===== src/rtl/aspen_pkg.sv =====
// Shared definitions for the spike event path.
//   size_tile        : neurons per tile (width of one tile spike vector)
//   size_matrix      : tiles per neuron matrix
//   size_addr_matrix : tile address width
//   size_index       : bit index width inside one tile
//   size_addr_neuron : flat neuron address width ({tile, index})
//   ser_state_t      : serialiser FSM state encoding
package aspen_pkg;

    localparam int size_tile        = 4;
    localparam int size_matrix      = 16;
    localparam int size_addr_matrix = $clog2(size_matrix);
    localparam int size_index       = $clog2(size_tile);
    localparam int size_addr_neuron = size_addr_matrix + size_index;

    typedef enum logic {
        IDLE = 1'b0,
        EMIT = 1'b1
    } ser_state_t;

endpackage


===== src/rtl/spike_fifo.sv =====
// Small synchronous FIFO of tile entries.
// Ports:
//   clk, reset : clock, asynchronous active-high reset (pointers/count only)
//   push       : write wr_data at the tail (caller guarantees room, or a
//                simultaneous pop when full)
//   pop        : advance the head (caller guarantees non-empty)
//   wr_data    : entry to write
//   rd_data    : current head entry, readable in the same cycle as pop
//   count      : registered occupancy
//   full/empty : occupancy flags derived from count
module spike_fifo #(
    parameter int width      = 8,
    parameter int depth      = 8,
    parameter int size_count = $clog2(depth) + 1
) (
    input  logic                  clk,
    input  logic                  reset,
    input  logic                  push,
    input  logic                  pop,
    input  logic [width-1:0]      wr_data,
    output logic [width-1:0]      rd_data,
    output logic [size_count-1:0] count,
    output logic                  full,
    output logic                  empty
);

    localparam int ptr_w = $clog2(depth);

    // Storage carries no reset so it can map onto distributed RAM; the
    // head is read asynchronously so a pop hands over data in one cycle.
    logic [width-1:0] mem [depth];

    logic [ptr_w-1:0]      wr_ptr_reg, wr_ptr_next;
    logic [ptr_w-1:0]      rd_ptr_reg, rd_ptr_next;
    logic [size_count-1:0] count_reg, count_next;

    always_ff @(posedge clk) begin
        if (push) begin
            mem[wr_ptr_reg] <= wr_data;
        end
    end

    // Pointers are exactly log2(depth) bits, so increment wraps modulo depth.
    always_comb begin
        wr_ptr_next = wr_ptr_reg;
        rd_ptr_next = rd_ptr_reg;
        count_next  = count_reg;
        if (push) begin
            wr_ptr_next = wr_ptr_reg + ptr_w'(1);
        end
        if (pop) begin
            rd_ptr_next = rd_ptr_reg + ptr_w'(1);
        end
        case ({push, pop})
            2'b10:   count_next = count_reg + size_count'(1);
            2'b01:   count_next = count_reg - size_count'(1);
            default: count_next = count_reg;
        endcase
    end

    always_ff @(posedge clk or posedge reset) begin
        if (reset) begin
            wr_ptr_reg <= '0;
            rd_ptr_reg <= '0;
            count_reg  <= '0;
        end else begin
            wr_ptr_reg <= wr_ptr_next;
            rd_ptr_reg <= rd_ptr_next;
            count_reg  <= count_next;
        end
    end

    assign rd_data = mem[rd_ptr_reg];
    assign count   = count_reg;
    assign full    = (count_reg == size_count'(depth));
    assign empty   = (count_reg == '0);

endmodule


===== src/rtl/spike_aer_encoder.sv =====
// Address-event encoder behind the neuron matrix.
// Captures non-zero {tile, spike vector} reports into a FIFO (no backpressure
// toward the matrix) and serialises each entry into one event per set bit,
// lowest bit first, over a valid/ready handshake.
// Ports:
//   clk, reset        : clock, asynchronous active-high reset
//   in_spikeValid     : matrix reports a spiking tile this cycle
//   in_spike          : spike vector of that tile
//   in_spikeAddress   : tile index
//   out_eventValid    : event presented (held until accepted)
//   out_eventReady    : consumer accepts the event
//   out_eventAddress  : flat neuron address {tile, bit index}
//   out_eventLast     : event is the last set bit of its tile entry
//   clear_overflow    : clears the sticky overflow flag
//   overflow          : sticky, a non-zero vector was dropped
//   fifo_count        : FIFO occupancy
//   busy              : FIFO non-empty or serialiser active
module spike_aer_encoder
    import aspen_pkg::*;
#(
    parameter int fifo_depth = 8,
    parameter int size_count = $clog2(fifo_depth) + 1
) (
    input  logic                        clk,
    input  logic                        reset,
    input  logic                        in_spikeValid,
    input  logic [size_tile-1:0]        in_spike,
    input  logic [size_addr_matrix-1:0] in_spikeAddress,
    output logic                        out_eventValid,
    input  logic                        out_eventReady,
    output logic [size_addr_neuron-1:0] out_eventAddress,
    output logic                        out_eventLast,
    input  logic                        clear_overflow,
    output logic                        overflow,
    output logic [size_count-1:0]       fifo_count,
    output logic                        busy
);

    localparam int entry_w = size_addr_matrix + size_tile;

    // Index of the lowest set bit; scanning downward leaves the lowest hit.
    function automatic logic [size_index-1:0] lowest_set(input logic [size_tile-1:0] v);
        lowest_set = '0;
        for (int i = size_tile - 1; i >= 0; i--) begin
            if (v[i]) begin
                lowest_set = size_index'(i);
            end
        end
    endfunction

    ser_state_t                  state_reg, state_next;
    logic [size_addr_matrix-1:0] tile_reg, tile_next;
    logic [size_tile-1:0]        mask_reg, mask_next;
    logic                        overflow_reg, overflow_next;

    logic               push_req, push_ok, drop, pop;
    logic               fifo_full, fifo_empty;
    logic [entry_w-1:0] fifo_rd;
    logic               handshake;
    logic               last_bit;
    logic [size_tile-1:0] low_onehot;

    // Zero vectors carry no events, so they are never stored or counted
    // as lost. A full FIFO still accepts when the head leaves this cycle.
    assign push_req = in_spikeValid & (|in_spike);
    assign push_ok  = push_req & (~fifo_full | pop);
    assign drop     = push_req & fifo_full & ~pop;

    spike_fifo #(
        .width      (entry_w),
        .depth      (fifo_depth),
        .size_count (size_count)
    ) u_fifo (
        .clk     (clk),
        .reset   (reset),
        .push    (push_ok),
        .pop     (pop),
        .wr_data ({in_spikeAddress, in_spike}),
        .rd_data (fifo_rd),
        .count   (fifo_count),
        .full    (fifo_full),
        .empty   (fifo_empty)
    );

    // x & -x isolates the lowest set bit; x & (x-1) == 0 means one bit left.
    assign low_onehot = mask_reg & (~mask_reg + size_tile'(1));
    assign last_bit   = ((mask_reg & (mask_reg - size_tile'(1))) == '0);
    assign handshake  = (state_reg == EMIT) & out_eventReady;

    always_comb begin
        state_next = state_reg;
        tile_next  = tile_reg;
        mask_next  = mask_reg;
        pop        = 1'b0;
        case (state_reg)
            IDLE: begin
                if (!fifo_empty) begin
                    pop        = 1'b1;
                    tile_next  = fifo_rd[entry_w-1:size_tile];
                    mask_next  = fifo_rd[size_tile-1:0];
                    state_next = EMIT;
                end
            end
            EMIT: begin
                if (handshake) begin
                    mask_next = mask_reg & ~low_onehot;
                    if (last_bit) begin
                        // Reload straight from the FIFO so back-to-back
                        // entries stream without an idle cycle.
                        if (!fifo_empty) begin
                            pop       = 1'b1;
                            tile_next = fifo_rd[entry_w-1:size_tile];
                            mask_next = fifo_rd[size_tile-1:0];
                        end else begin
                            tile_next  = '0;
                            mask_next  = '0;
                            state_next = IDLE;
                        end
                    end
                end
            end
            default: begin
                state_next = IDLE;
            end
        endcase
    end

    // A drop in the same cycle as a clear request wins.
    always_comb begin
        overflow_next = overflow_reg;
        if (drop) begin
            overflow_next = 1'b1;
        end else if (clear_overflow) begin
            overflow_next = 1'b0;
        end
    end

    always_ff @(posedge clk or posedge reset) begin
        if (reset) begin
            state_reg    <= IDLE;
            tile_reg     <= '0;
            mask_reg     <= '0;
            overflow_reg <= 1'b0;
        end else begin
            state_reg    <= state_next;
            tile_reg     <= tile_next;
            mask_reg     <= mask_next;
            overflow_reg <= overflow_next;
        end
    end

    assign out_eventValid   = (state_reg == EMIT);
    assign out_eventAddress = {tile_reg, lowest_set(mask_reg)};
    assign out_eventLast    = (state_reg == EMIT) & last_bit;
    assign overflow         = overflow_reg;
    assign busy             = ~fifo_empty | (state_reg != IDLE);

endmodule


===== config.mk =====
export PLATFORM = sky130hd
export DESIGN_NAME = spike_aer_encoder
export DESIGN_NICKNAME = d
export VERILOG_FILES = /design/src/rtl/aspen_pkg.sv /design/src/rtl/spike_fifo.sv /design/src/rtl/spike_aer_encoder.sv
export SDC_FILE = /design/constraint.sdc
export NUM_CORES = 1
export LEC_CHECK = 0
export BUFFER_PORTS_ARGS = -buffer_cell sky130_fd_sc_hd__buf_2
export CELL_PAD_IN_SITES_DETAIL_PLACEMENT = 1
export CELL_PAD_IN_SITES_GLOBAL_PLACEMENT = 1
export CORE_AREA = 2 2 113 115
export DETAILED_ROUTE_END_ITERATION = 8
export DIE_AREA = 0 0 115 117
export PLACE_DENSITY_LB_ADDON = 0.1
export SLEW_MARGIN = 20
export SYNTH_ARGS = -nofsm -noshare
export SYNTH_HDL_FRONTEND = slang
export SYNTH_SLANG_ARGS = --single-unit

===== constraint.sdc =====
create_clock -name clk -period 6.7 [get_ports clk]
set_input_delay 0.67 -clock clk [delete_from_list [all_inputs] [get_ports clk]]
set_output_delay 0.67 -clock clk [all_outputs]
set_load 0.02 [all_outputs]

[After elaboration in Yosys (flattened, before gate mapping)]
Memory sizes are Yosys's and may differ from the RTL's.
Cells that the tools add are included.
Storage, ports and cells
  flip-flop bits (word level): 20
  bits in writable memories: 64
  bits of input ports: 13
  output and inout port bits: 14
  logic and storage cells: 70
  memories: 1
Operators by class
  add/subtract/negate cells: 6
  eq/ne operators: 6
  mux-type cells: 26
  bitwise gates (word level): 17
  reduce and logical (&&, ||, !) cells: 7
Memory list
  u_fifo.mem: depth 8, width 8, rd ports 1, clocked after memory_dff 0, wr ports 1, line spike_fifo.sv:31  | logic [width-1:0] mem [depth];
Operators with widths (count)
  4-bit two-way mux: 8
  4-bit case mux with 2 select lines: 3
  4-bit AND: 3
  1-bit two-way mux: 9
  4-bit by 1-bit adder with 4-bit output, second input constant: 2
  4-bit zero test: 2
  2-bit two-way mux: 4
  4-bit inverter: 2
  4-bit by 1-bit subtractor with 4-bit output, second input constant: 2
  3-bit by 1-bit adder with 3-bit output, second input constant: 2
  1-bit AND: 6
  4-bit equality test, second input constant: 1
  2-bit by 1-bit inequality test with 1-bit output, second input constant: 2
  1-bit inverter: 4
  1-bit case mux with 2 select lines: 2
  2-bit nonzero test: 2
  4-bit OR reduction: 1
  3-bit AND reduction: 1
  2-bit by 1-bit equality test with 1-bit output, second input constant: 1
  2-bit equality test, second input constant: 1
  2-bit inequality test, second input constant: 1
  1-bit bitwise OR: 2
  2-bit AND reduction: 1

[Longest topological paths before layout]
  depth in word-level cells: 10
  depth in mapped cells: 13
  depth with buffers taken out: 11

[By module]
A second synthesis with hierarchy kept.
Unflattened totals
  cell total of the unflattened synthesis: 232
  area, all modules: 3843.7 sq um
Modules (own cells, without submodules)
  spike_fifo: instances 1, cells each 154, area each 3103.0 sq um, seq. area each 2172.1 sq um
  spike_aer_encoder: instances 1, cells each 78, area each 740.7 sq um, seq. area each 250.2 sq um

[Worst setup path after synthesis]
No wires, ideal clock.
  path kind: input port to flip-flop
  start point: input port in_spike[3]
  end point: register u_fifo.count_reg[3], in the netlist u_fifo.count[3]
  library setup time: 132 ps
  arrival: 2495 ps
  required time: 6568 ps
  setup slack: 4073 ps
  stages on the path: 9
  buffers on the path: 1
  path through: o41ai_1 -> a31oi_1 -> buf_2 -> inv_1 -> ha_1 -> nand3b_1 -> a211oi_1 -> nor4b_1 -> or3b_1
On the way
  word-level cells in the longest chain between the ends: 5
  elaborated cells on any way between the ends: 7
  those cells by class: 2 x eq/ne; 1 x mux; 2 x bitwise; 2 x reduce/logical
RTL lines
  start: declaration: line spike_aer_encoder.sv:27  | input logic [size_tile-1:0] in_spike,
  4-bit OR reduction (*): line spike_aer_encoder.sv:65  | assign push_req = in_spikeValid & (|in_spike);
  1-bit AND (*): line spike_aer_encoder.sv:65
  1-bit AND (*): line spike_aer_encoder.sv:66  | assign push_ok = push_req & (~fifo_full | pop);
  2-bit by 1-bit equality test with 1-bit output / 2-bit equality test (equally long branches): line spike_fifo.sv:54  | case ({push, pop})
  4-bit case mux with 2 select lines / 2-bit nonzero test (equally long branches)
  end signal: assignment: line spike_fifo.sv:69  | count_reg <= count_next;
  end: declaration: line spike_fifo.sv:35  | logic [size_count-1:0] count_reg, count_next;
Mark *: on every way between the ends. The rest lies on a longest branch, timed or not.
A chain may end at the register's enable or synchronous reset.

[Final worst setup path]
  start point: register mask_reg[2]
  end point: register u_fifo.count_reg[3], in the netlist u_fifo.count[3]
On the way
  word-level cells in the longest chain between the ends: 10
  elaborated cells on any way between the ends: 12
  those cells by class: 1 x add/sub; 2 x eq/ne; 4 x mux; 3 x bitwise; 2 x reduce/logical
RTL lines
  start: declaration: line spike_aer_encoder.sv:53  | logic [size_tile-1:0] mask_reg, mask_next;
  start signal: assignment: line spike_aer_encoder.sv:147  | mask_reg <= mask_next;
  4-bit by 1-bit subtractor with 4-bit output: line spike_aer_encoder.sv:87  | assign last_bit = ((mask_reg & (mask_reg - size_tile'(1))) == '0);
  4-bit AND (*): line spike_aer_encoder.sv:87
  4-bit zero test (*): line spike_aer_encoder.sv:87
  1-bit two-way mux (*): line spike_aer_encoder.sv:107  | if (last_bit) begin
  1-bit two-way mux (*): line spike_aer_encoder.sv:105  | if (handshake) begin
  1-bit case mux with 2 select lines (*): line spike_aer_encoder.sv:95  | case (state_reg)
  1-bit bitwise OR: line spike_aer_encoder.sv:66
  1-bit AND: line spike_aer_encoder.sv:66
  2-bit by 1-bit equality test with 1-bit output / 2-bit equality test (equally long branches): line spike_fifo.sv:54
  4-bit case mux with 2 select lines / 2-bit nonzero test (equally long branches)
Marks and branches as above.

==> out/qor.yml <==
status: "completed"
synth.distinct_cells: 47
crit_slowest_cell: "a31oi_1"
yosysSeqAreaShare_pct: 66.78
nFillCells: 1266
largest_register_ff_count: 64
antenna_found_initial: 0
end_kind: "register"
grt_pass1_wl_um: 12130
crit_type: "register to register"
clk_latency_ps: 340
track_usage_pct: 12.61
regMostFlops: "u_fifo.mem"
die_h_um: 117
grt_setup_unrepaired: "false"
async_flop_share_pct: 23.81
cp.arrival_ps: 3340
wl_per_cell_um: 19.71
fmax_ghz: 0.3202
hold_viol: 0
hold_path_class: "input port to async pin"
syn_nets: 227
grt_remaining_overflow: 0
leakagePower_uw: 0.001512
cap_violations: 0
tightestPinTransition_ps: 853.7
drc: 0
holdBufCountCts: 0
worstPathMaxFanout: 11
grt_max_degree: 21
wirelength_um: 7708
yosysWarnings: 0
powerDensity_nw_per_um2: 468.1
ir_drop_v: 0.0001545
netlist_area_um2: 3627
cts_buffers: 9
worst_slack_ps: 3577
syn_area_per_cell_um2: 17.36
design.die.area_um2: 13460
place.gp.congestion: 0.6731
core_um2: 12310
postRouteAntennaNets: 0
finClkSkew_ps: 7.579
drtIter0Drc: 69
netlist_instances: 209
tns_ps: 0
post_cts_buffers: 0
h-tree-depth: 3
max_stage_delay_ps: 670
cp-startpoint: "mask_reg[2]"
row_count: 41
crit_path_start_kind: "register"
ioPinCount: 27
numPortBuffers: 26
whs_ps: 490.0
crit_required_ps: 6910
ctsResizeCount: 0
ys_ff_latch: 84
cp_cell_sequence: "a211oi_2 > o21ai_2 > a31oi_1 > inv_1 > ha_1 > nand3b_1 > nor3b_1 > nor4b_1 > or3b_1"
area_growth_pct: 15.87
drtPass1Iterations: 4
vias: 1919
cts_sinks: 84
cts_tree: "built"
place_ws_ps: 3287
drive_above_1_share_pct: 31.12
setup_violations: 0
timing.final.crit_share_pct: 46.61
nNetsFinal: 254
n_antenna_cell: 0
root_buffer: "clkbuf_16"
vias_per_cell: 4.908
grt_pass1_vias: 2062
path_clk_slew_ps: 60
p_total_uw: 1967
r2r-start: "mask_reg[2]"
dieWidth_um: 115
r2r_slack_ps: 3580
finalCriticalPeriod_ps: 3123
maxSlewHeadroom_pct: 43.09
synth_edf_count: 64
clk_path_buf_depth: 2
start_util_pct: 29.46
dpl.hpwl_um: 4996
synth_top_flop_cell: "edfxtp_1"
slew_violations: 0
==> through the flow <==
stage          std cells  utilization, %  instance area (um^2)
2_1_floorplan        209               -                  3627
3_3_place_gp         375           31.51                  3880
3_5_place_dp         375           31.51                  3880
4_1_cts              391           34.14                  4203
5_1_grt              391           34.14                  4203
6_report             391           34.14                  4203
==> layer usage <==
metal	up-vias	part of all wire [%]	track usage [%]
met5	-	0	0
met3	10	2.9	2.472
met2	39	47	19.76
met4	0	1.8	5.542
li1	888	-	-
met1	982	48	17.16
==> worst paths after layout <==
kind / to / depth (start not counted)
max: u_fifo.count[3] / 9
min in group clk: tile_reg[2] / 1
min: u_fifo.count[2] / 2
max in group asynchronous: mask_reg[0] / 2
min reg2reg: tile_reg[2] / 1
max reg2reg: u_fifo.count[3] / 9
==> where the power goes <==
part	internal, uW	leakage (uW)	switching, uW
registers	678	0.000816	130
logic	306	0.000542	318
clock network	328	0.000154	207
==> cell usage in the layout (no fill, tap or decap), types with 4 or more instances in the layout <==
master     instances
mux4_2            16
a22o_1             4
nand2_1            5
clkbuf_16          9
inv_1              9
mux2i_1            4
xor2_1             6
ha_1               5
mux2_2             6
nor2_1             7
dfrtp_1           20
o22ai_1            4
buf_2             26
edfxtp_1          64
==> cell families (layout without fill, tap and decap cells) <==
group | count (synthesis) | after routing | synth area share (%)
AOI/OAI and AO/OA | 34 | 34 | 7.313
xor gates and xnor gates | 8 | 8 | 1.932
adders and majority gates | 5 | 5 | 1.725
buffers and inverters | 20 | 52 | 2.932
DFF | 84 | 84 | 66.78
muxes | 27 | 27 | 13.31
and+or+nand+nor | 31 | 31 | 6.002
==> synthesized netlist by cell type (2+ instances only) <==
library cell  count  area share [%]
nand2_1           5            0.52
ha_1              5             1.7
nor2_1            7            0.72
edfxtp_1         64              53
a211oi_1          3            0.62
buf_6             2            0.62
inv_1             9            0.93
and4bb_2          2            0.69
clkbuf_1          4            0.41
o21a_1            2            0.41
mux4_2           16             9.9
dfrtp_1          20              14
a21oi_1           3            0.41
mux2i_1           4             1.1
o41ai_1           3            0.72
a22o_1            4            0.97
mux2_2            6             1.9
o21ai_0           3            0.41
nand3b_1          2            0.41
o22ai_1           4            0.69
nor3b_1           2            0.41
nor4b_1           2            0.48
and4b_1           3            0.83
xnor2_1           2            0.48
a211oi_2          2            0.69
xor2_1            6             1.4
buf_2             4            0.55
==> critical path, delay by kind of cell, from the launching register on <==
| family | cells | cell delay, ps |
|---|---|---|
| flops | 1 | 460 |
| compound gates | 3 | 1180 |
| simple gates | 4 | 910 |
| buf+inv | 1 | 160 |
| fa+ha+maj | 1 | 290 |
==> area by class of cell <==
class / instances / area, um^2 / share of cell area, %
inverters: 9 / 33.78 / 0.8038
well taps: 150 / 187.7 / 4.466
clock buffers: 9 / 225.2 / 5.359
repair buffers: 27 / 137.6 / 3.275
flip-flops and latches: 84 / 2422 / 57.64
clock inverters: 7 / 97.59 / 2.322
multi-input cells: 105 / 1099 / 26.14
Power figures use the tool's default switching activity.
